<file path="src/rtl/alu_seq_driver.sv">
`default_nettype none
// ============================================================================
// Module   : alu_seq_driver
// Purpose  : Handshaked request/response initiator for a 4-bit combinational
//            ALU. Results are queued in a small FIFO. Optional result checker
//            is built when ALU_SEQ_DRIVER_CHECK_EN is defined.
// Revision : 1.0 - initial release
// ============================================================================
module alu_seq_driver #(
    parameter int WIDTH = 4,
    parameter int DEPTH = 4
) (
    input  logic                     clk,
    input  logic                     reset,
    input  logic                     req_valid,
    output logic                     req_ready,
    input  logic [WIDTH-1:0]         req_a,
    input  logic [WIDTH-1:0]         req_b,
    input  logic [1:0]               req_op,
    output logic [WIDTH-1:0]         alu_inA,
    output logic [WIDTH-1:0]         alu_inB,
    output logic [1:0]               alu_op,
    input  logic [WIDTH-1:0]         alu_ans,
    output logic                     rsp_valid,
    input  logic                     rsp_ready,
    output logic [WIDTH-1:0]         rsp_data,
    output logic [1:0]               rsp_op,
    output logic [$clog2(DEPTH):0]   count,
    output logic                     err
);

    localparam int C_AW = $clog2(DEPTH);
    localparam int C_CW = C_AW + 1;
    localparam logic [C_CW-1:0] C_DEPTH_CNT = C_CW'(DEPTH);

    typedef enum logic [0:0] {
        IDLE  = 1'b0,
        ISSUE = 1'b1
    } state_t;

    state_t             state_q, state_d;
    logic [WIDTH-1:0]   ina_q, ina_d;
    logic [WIDTH-1:0]   inb_q, inb_d;
    logic [1:0]         op_q, op_d;
    logic [C_AW-1:0]    wr_ptr_q, wr_ptr_d;
    logic [C_AW-1:0]    rd_ptr_q, rd_ptr_d;
    logic [C_CW-1:0]    count_q, count_d;
    logic [WIDTH+1:0]   fifo_mem_q [DEPTH];
    logic               w_push;
    logic               w_pop;
    logic               w_ready;

    always_comb begin
        state_d = state_q;
        ina_d   = ina_q;
        inb_d   = inb_q;
        op_d    = op_q;
        w_ready = 1'b0;
        w_push  = 1'b0;
        case (state_q)
            IDLE: begin
                w_ready = (count_q < C_DEPTH_CNT);
                if (req_valid && w_ready) begin
                    ina_d   = req_a;
                    inb_d   = req_b;
                    op_d    = req_op;
                    state_d = ISSUE;
                end
            end
            ISSUE: begin
                // ALU has had a full cycle to settle on the registered lines
                w_push  = 1'b1;
                state_d = IDLE;
            end
            default: state_d = IDLE;
        endcase
    end

    always_comb begin
        w_pop    = (count_q != '0) && rsp_ready;
        wr_ptr_d = w_push ? wr_ptr_q + C_AW'(1) : wr_ptr_q;
        rd_ptr_d = w_pop  ? rd_ptr_q + C_AW'(1) : rd_ptr_q;
        count_d  = count_q + {{(C_CW-1){1'b0}}, w_push} - {{(C_CW-1){1'b0}}, w_pop};
    end

    always_ff @(posedge clk) begin
        if (reset) begin
            state_q  <= IDLE;
            ina_q    <= '0;
            inb_q    <= '0;
            op_q     <= '0;
            wr_ptr_q <= '0;
            rd_ptr_q <= '0;
            count_q  <= '0;
        end else begin
            state_q  <= state_d;
            ina_q    <= ina_d;
            inb_q    <= inb_d;
            op_q     <= op_d;
            wr_ptr_q <= wr_ptr_d;
            rd_ptr_q <= rd_ptr_d;
            count_q  <= count_d;
        end
    end

    // Storage needs no reset; occupancy alone qualifies the head
    always_ff @(posedge clk) begin
        if (!reset && w_push) begin
            fifo_mem_q[wr_ptr_q] <= {op_q, alu_ans};
        end
    end

    assign req_ready = w_ready;
    assign alu_inA   = ina_q;
    assign alu_inB   = inb_q;
    assign alu_op    = op_q;
    assign rsp_valid = (count_q != '0);
    assign rsp_data  = fifo_mem_q[rd_ptr_q][WIDTH-1:0];
    assign rsp_op    = fifo_mem_q[rd_ptr_q][WIDTH+1:WIDTH];
    assign count     = count_q;

`ifdef ALU_SEQ_DRIVER_CHECK_EN
    logic [WIDTH-1:0] w_exp;
    logic             err_q;

    always_comb begin
        w_exp = '0;
        case (op_q)
            2'b00:   w_exp = ina_q + inb_q;
            2'b01:   w_exp = ina_q - inb_q;
            2'b10:   w_exp = ina_q & inb_q;
            default: w_exp = ina_q | inb_q;
        endcase
    end

    always_ff @(posedge clk) begin
        if (reset) begin
            err_q <= 1'b0;
        end else if (w_push && (alu_ans != w_exp)) begin
            err_q <= 1'b1;
        end
    end

    assign err = err_q;
`else
    assign err = 1'b0;
`endif

endmodule
`default_nettype wire
</file>
<file path="config.mk">
export PLATFORM = sky130hd
export DESIGN_NAME = alu_seq_driver
export DESIGN_NICKNAME = d
export VERILOG_FILES = /design/src/rtl/alu_seq_driver.sv
export SDC_FILE = /design/constraint.sdc
export NUM_CORES = 1
export LEC_CHECK = 0
export CAP_MARGIN = 20
export CORE_AREA = 2 2 62 64
export CTS_BUF_LIST = sky130_fd_sc_hd__clkbuf_8
export DETAILED_ROUTE_END_ITERATION = 10
export DIE_AREA = 0 0 64 66
export PLACE_DENSITY = 0.87
export SLEW_MARGIN = 20
export SYNTH_ARGS = -nofsm -noshare
export SYNTH_HDL_FRONTEND = slang
export SYNTH_SLANG_ARGS = --single-unit
</file>
<file path="constraint.sdc">
create_clock -name clk -period 2.98 [get_ports clk]
set_clock_uncertainty 0.1 [all_clocks]
set_input_delay 0.596 -clock clk [delete_from_list [all_inputs] [get_ports clk]]
set_output_delay 0.596 -clock clk [all_outputs]
set_load 0.005 [all_outputs]
</file>
==> results of run 1 <==
==> area by class of cell <==
class | instances | area (um2) | share of cell area
Timing Repair Buffer | 40 | 395 | 0.177
Inverter | 5 | 18.8 | 0.00838
Clock inverter | 3 | 38.8 | 0.0173
Sequential cell | 44 | 1120 | 0.501
Multi-Input combinational cell | 60 | 536 | 0.239
Tap cell | 48 | 60.1 | 0.0268
Clock buffer | 5 | 68.8 | 0.0307
==> sequential cells by signal (all words and copies together) (netlist names), named ones only <==
signal	cells
alu_inA	4
wr_ptr_q	2
state_q	1
count	3
rd_ptr_q	2
fifo_mem_q	24
alu_op	2
alu_inB	4
==> critical path, cell delays in order (launching register included) <==
cell	delay [ns]
dfxtp_1	0.58
mux4_2	0.55
clkdlybuf4s50_1	0.47
==> placed cells by master, fill, tap and decap left out, drive strengths merged <==
master / synthesis / final
clkinv: 0 / 1
inv: 5 / 6
dfxtp: 20 / 20
ha: 6 / 6
mux2i: 11 / 11
nor3: 1 / 1
o311ai: 1 / 1
bufinv: 0 / 1
edfxtp: 24 / 24
buf: 4 / 2
conb: 1 / 1
xor2: 2 / 2
nor2: 19 / 19
and2: 5 / 5
o31a: 1 / 1
xnor2: 2 / 2
fa: 1 / 1
clkbuf: 1 / 5
nor3b: 1 / 1
or3: 1 / 1
nor2b: 2 / 2
mux4: 6 / 6
clkdlybuf4s50: 0 / 38
==> metrics by stage <==
stage                     cells  hold WS [ns]   util  setup WS, ns
final                       205         0.408  0.630         0.399
after global routing        205         0.437  0.630         0.268
after CTS                   205         0.411  0.630         0.340
after detailed placement    197         0.385  0.600         0.232
after global placement      197         0.375  0.600         0.354
after floorplan             114         0.385      -         0.854
==> kinds of logic after synthesis <==
logic type                 Yosys count  share of synthesized area
other                                1                    0.00220
adders and majority gates            7                     0.0557
buffers and inverters               10                     0.0300
DFF                                 44                      0.656
AOI/OAI and AO/OA                    2                     0.0103
muxes                               17                      0.144
and+or+nand+nor                     29                     0.0813
xor gates and xnor gates             4                     0.0205
==> where the power goes <==
group	total, uW	leakage [uW]	internal, uW	switching [uW]
logic	479	0.000378	313	166
clock network	429	0.0000593	245	184
registers	798	0.000382	711	86.7
total	1710	0.000820	1270	437
==> worst max-delay path by stage <==
stage / slack, ns / depth (start not counted) / end
floorplan: 0.85 / 9 / count[2]
global placement: 0.35 / 10 / count[2]
detailed placement: 0.23 / 10 / count[2]
CTS: 0.34 / 2 / rsp_op[0]
global route: 0.27 / 2 / rsp_op[0]
finish: 0.40 / 2 / rsp_op[0]
==> routing by layer <==
layer / up-vias / global-route usage / share of wire
li1: 480 / - / -
met1: 451 / 0.160 / 0.41
met2: 36 / 0.289 / 0.51
met3: 2 / 0.0511 / 0.078
met4: 0 / 0.0870 / 0.0025
met5: - / 0 / 0
==> impl_metrics.yaml, run 1 <==
critical_path:
  cp_max_fo: 6
  path_class: "flop to output port"
  end_kind: "output port"
  crit_required_ns: 2.28
  rr_worst_depth: 9
  crit_arrival_ns: 1.89
  reg2reg_to: "count[2]"
  timing.rr.start: "count[2]"
  startpoint_type: "flop"
  rrSetupSlack_ns: 0.70
global_route:
  antenna_found_initial: 0
  grt_max_degree: 20
  grt_pass1_wl_um: 4860
  grt_usage: 0.159
  grt_pass1_vias: 1080
  grt.overflow.total: 0
drt:
  drt_pre_antenna_iters: 4
  vias: 969
  drtIter0Drc: 35
  via_per_inst: 4.73
  drt_wl_total_um: 2850
  drc: 0
  drtAntennaViolNets: 0
  routedWlPerCell_um: 13.9
layout:
  drive_gt1_frac: 0.102
  fillCellCount: 276
  area_growth_pct: 31.1
  final_net_count: 181
  antenna_cells: 0
  final_area_um2: 2240
yosys:
  seq_area_frac_synth: 0.656
  yosysTopAreaCell: "edfxtp_1"
  ys_types: 22
  synth_flop_cell: "edfxtp_1"
  yosysMostFrequentCell: "edfxtp_1"
  synth_cells: 114
  synth_edf_count: 24
  ys_ff_latch: 44
  syn_area_per_cell_um2: 15.0
  async_reset_ff_frac: 0
  synth.area.top_cells: "edfxtp_1 (42%), dfxtp_1 (23%), mux4_2 (7.9%)"
  synth_area_um2: 1710
  yosys-top-cells-count: "edfxtp_1 (24), dfxtp_1 (20), nor2_1 (19)"
  syn-num-nets: 139
  yosys_warnings: 0
  yosys.area.top_type_share: 0.422
sta:
  fin_crit_ns: 2.58
  finalMaxSlewViolations: 0
  rsz0062_at_grt: "no"
  setup_violations: 0
  finalCritPeriodShare: 0.866
  clock.fmax_mhz: 387
  fin_setup_tns_ns: 0
  hold_viol_final: 0
hold_path:
  holdPathStages: 2
  hold_path_class: "flop to flop"
  min-delay-start: "alu_inA[3]"
  min_to: "alu_inA[3]"
placed_design:
  dp_hpwl_um: 2020
  gp_congestion: 0.675
  placed_area_um2: 2130
  port_buffers: 38
pwr:
  ir_worst_vdd_mv: 0.408
  fin_total_pwr_uw: 1710
  powerDensity_nw_per_um2: 762
  leakagePower_uw: 0.000820
floorplan:
  coreArea_um2: 3550
  ioPinCount: 40
  die_area_um2: 4220
  initial_core_util: 0.481
  die_h_um: 66
  num_rows: 22
  fp.dieW_um: 64
outcome:
  status: "complete, no violations"
cts:
  clock_sinks: 44
  cts_tree: "done"
  hold_buffers: 0
  cts_setup_buffers: 0
  cts-root-buf: "clkbuf_8"
  cts_resized: 0
  clk_path_buf_depth: 2
  htree_levels: 2
  insertion_delay_ns: 0.29
  cts_buffers: 5
  clk_pin_slew_ns: 0.08
job:
  cap_violations: 0
Note: power is estimated with default switching activity, not from simulation.
==> inputs of run 2 (changes only) <==
==> constraint.sdc (replaced) <==
create_clock -name clk -period 2.7 [get_ports clk]
set_clock_uncertainty 0.1 [all_clocks]
set_input_delay 0.54 -clock clk [delete_from_list [all_inputs] [get_ports clk]]
set_output_delay 0.54 -clock clk [all_outputs]
set_load 0.005 [all_outputs]
==> results of run 2 <==
Same layout as run 1 (identical final DEF). Status: complete, no violations.
Among the figures that moved: setup slack after placement 0.232 ns -> 0.00770 ns; setup slack after layout 0.399 ns -> 0.175 ns; register-to-register setup slack 0.70 ns -> 0.42 ns; total power 1710 uW -> 1880 uW; worst IR drop on VDD 0.408 mV -> 0.450 mV
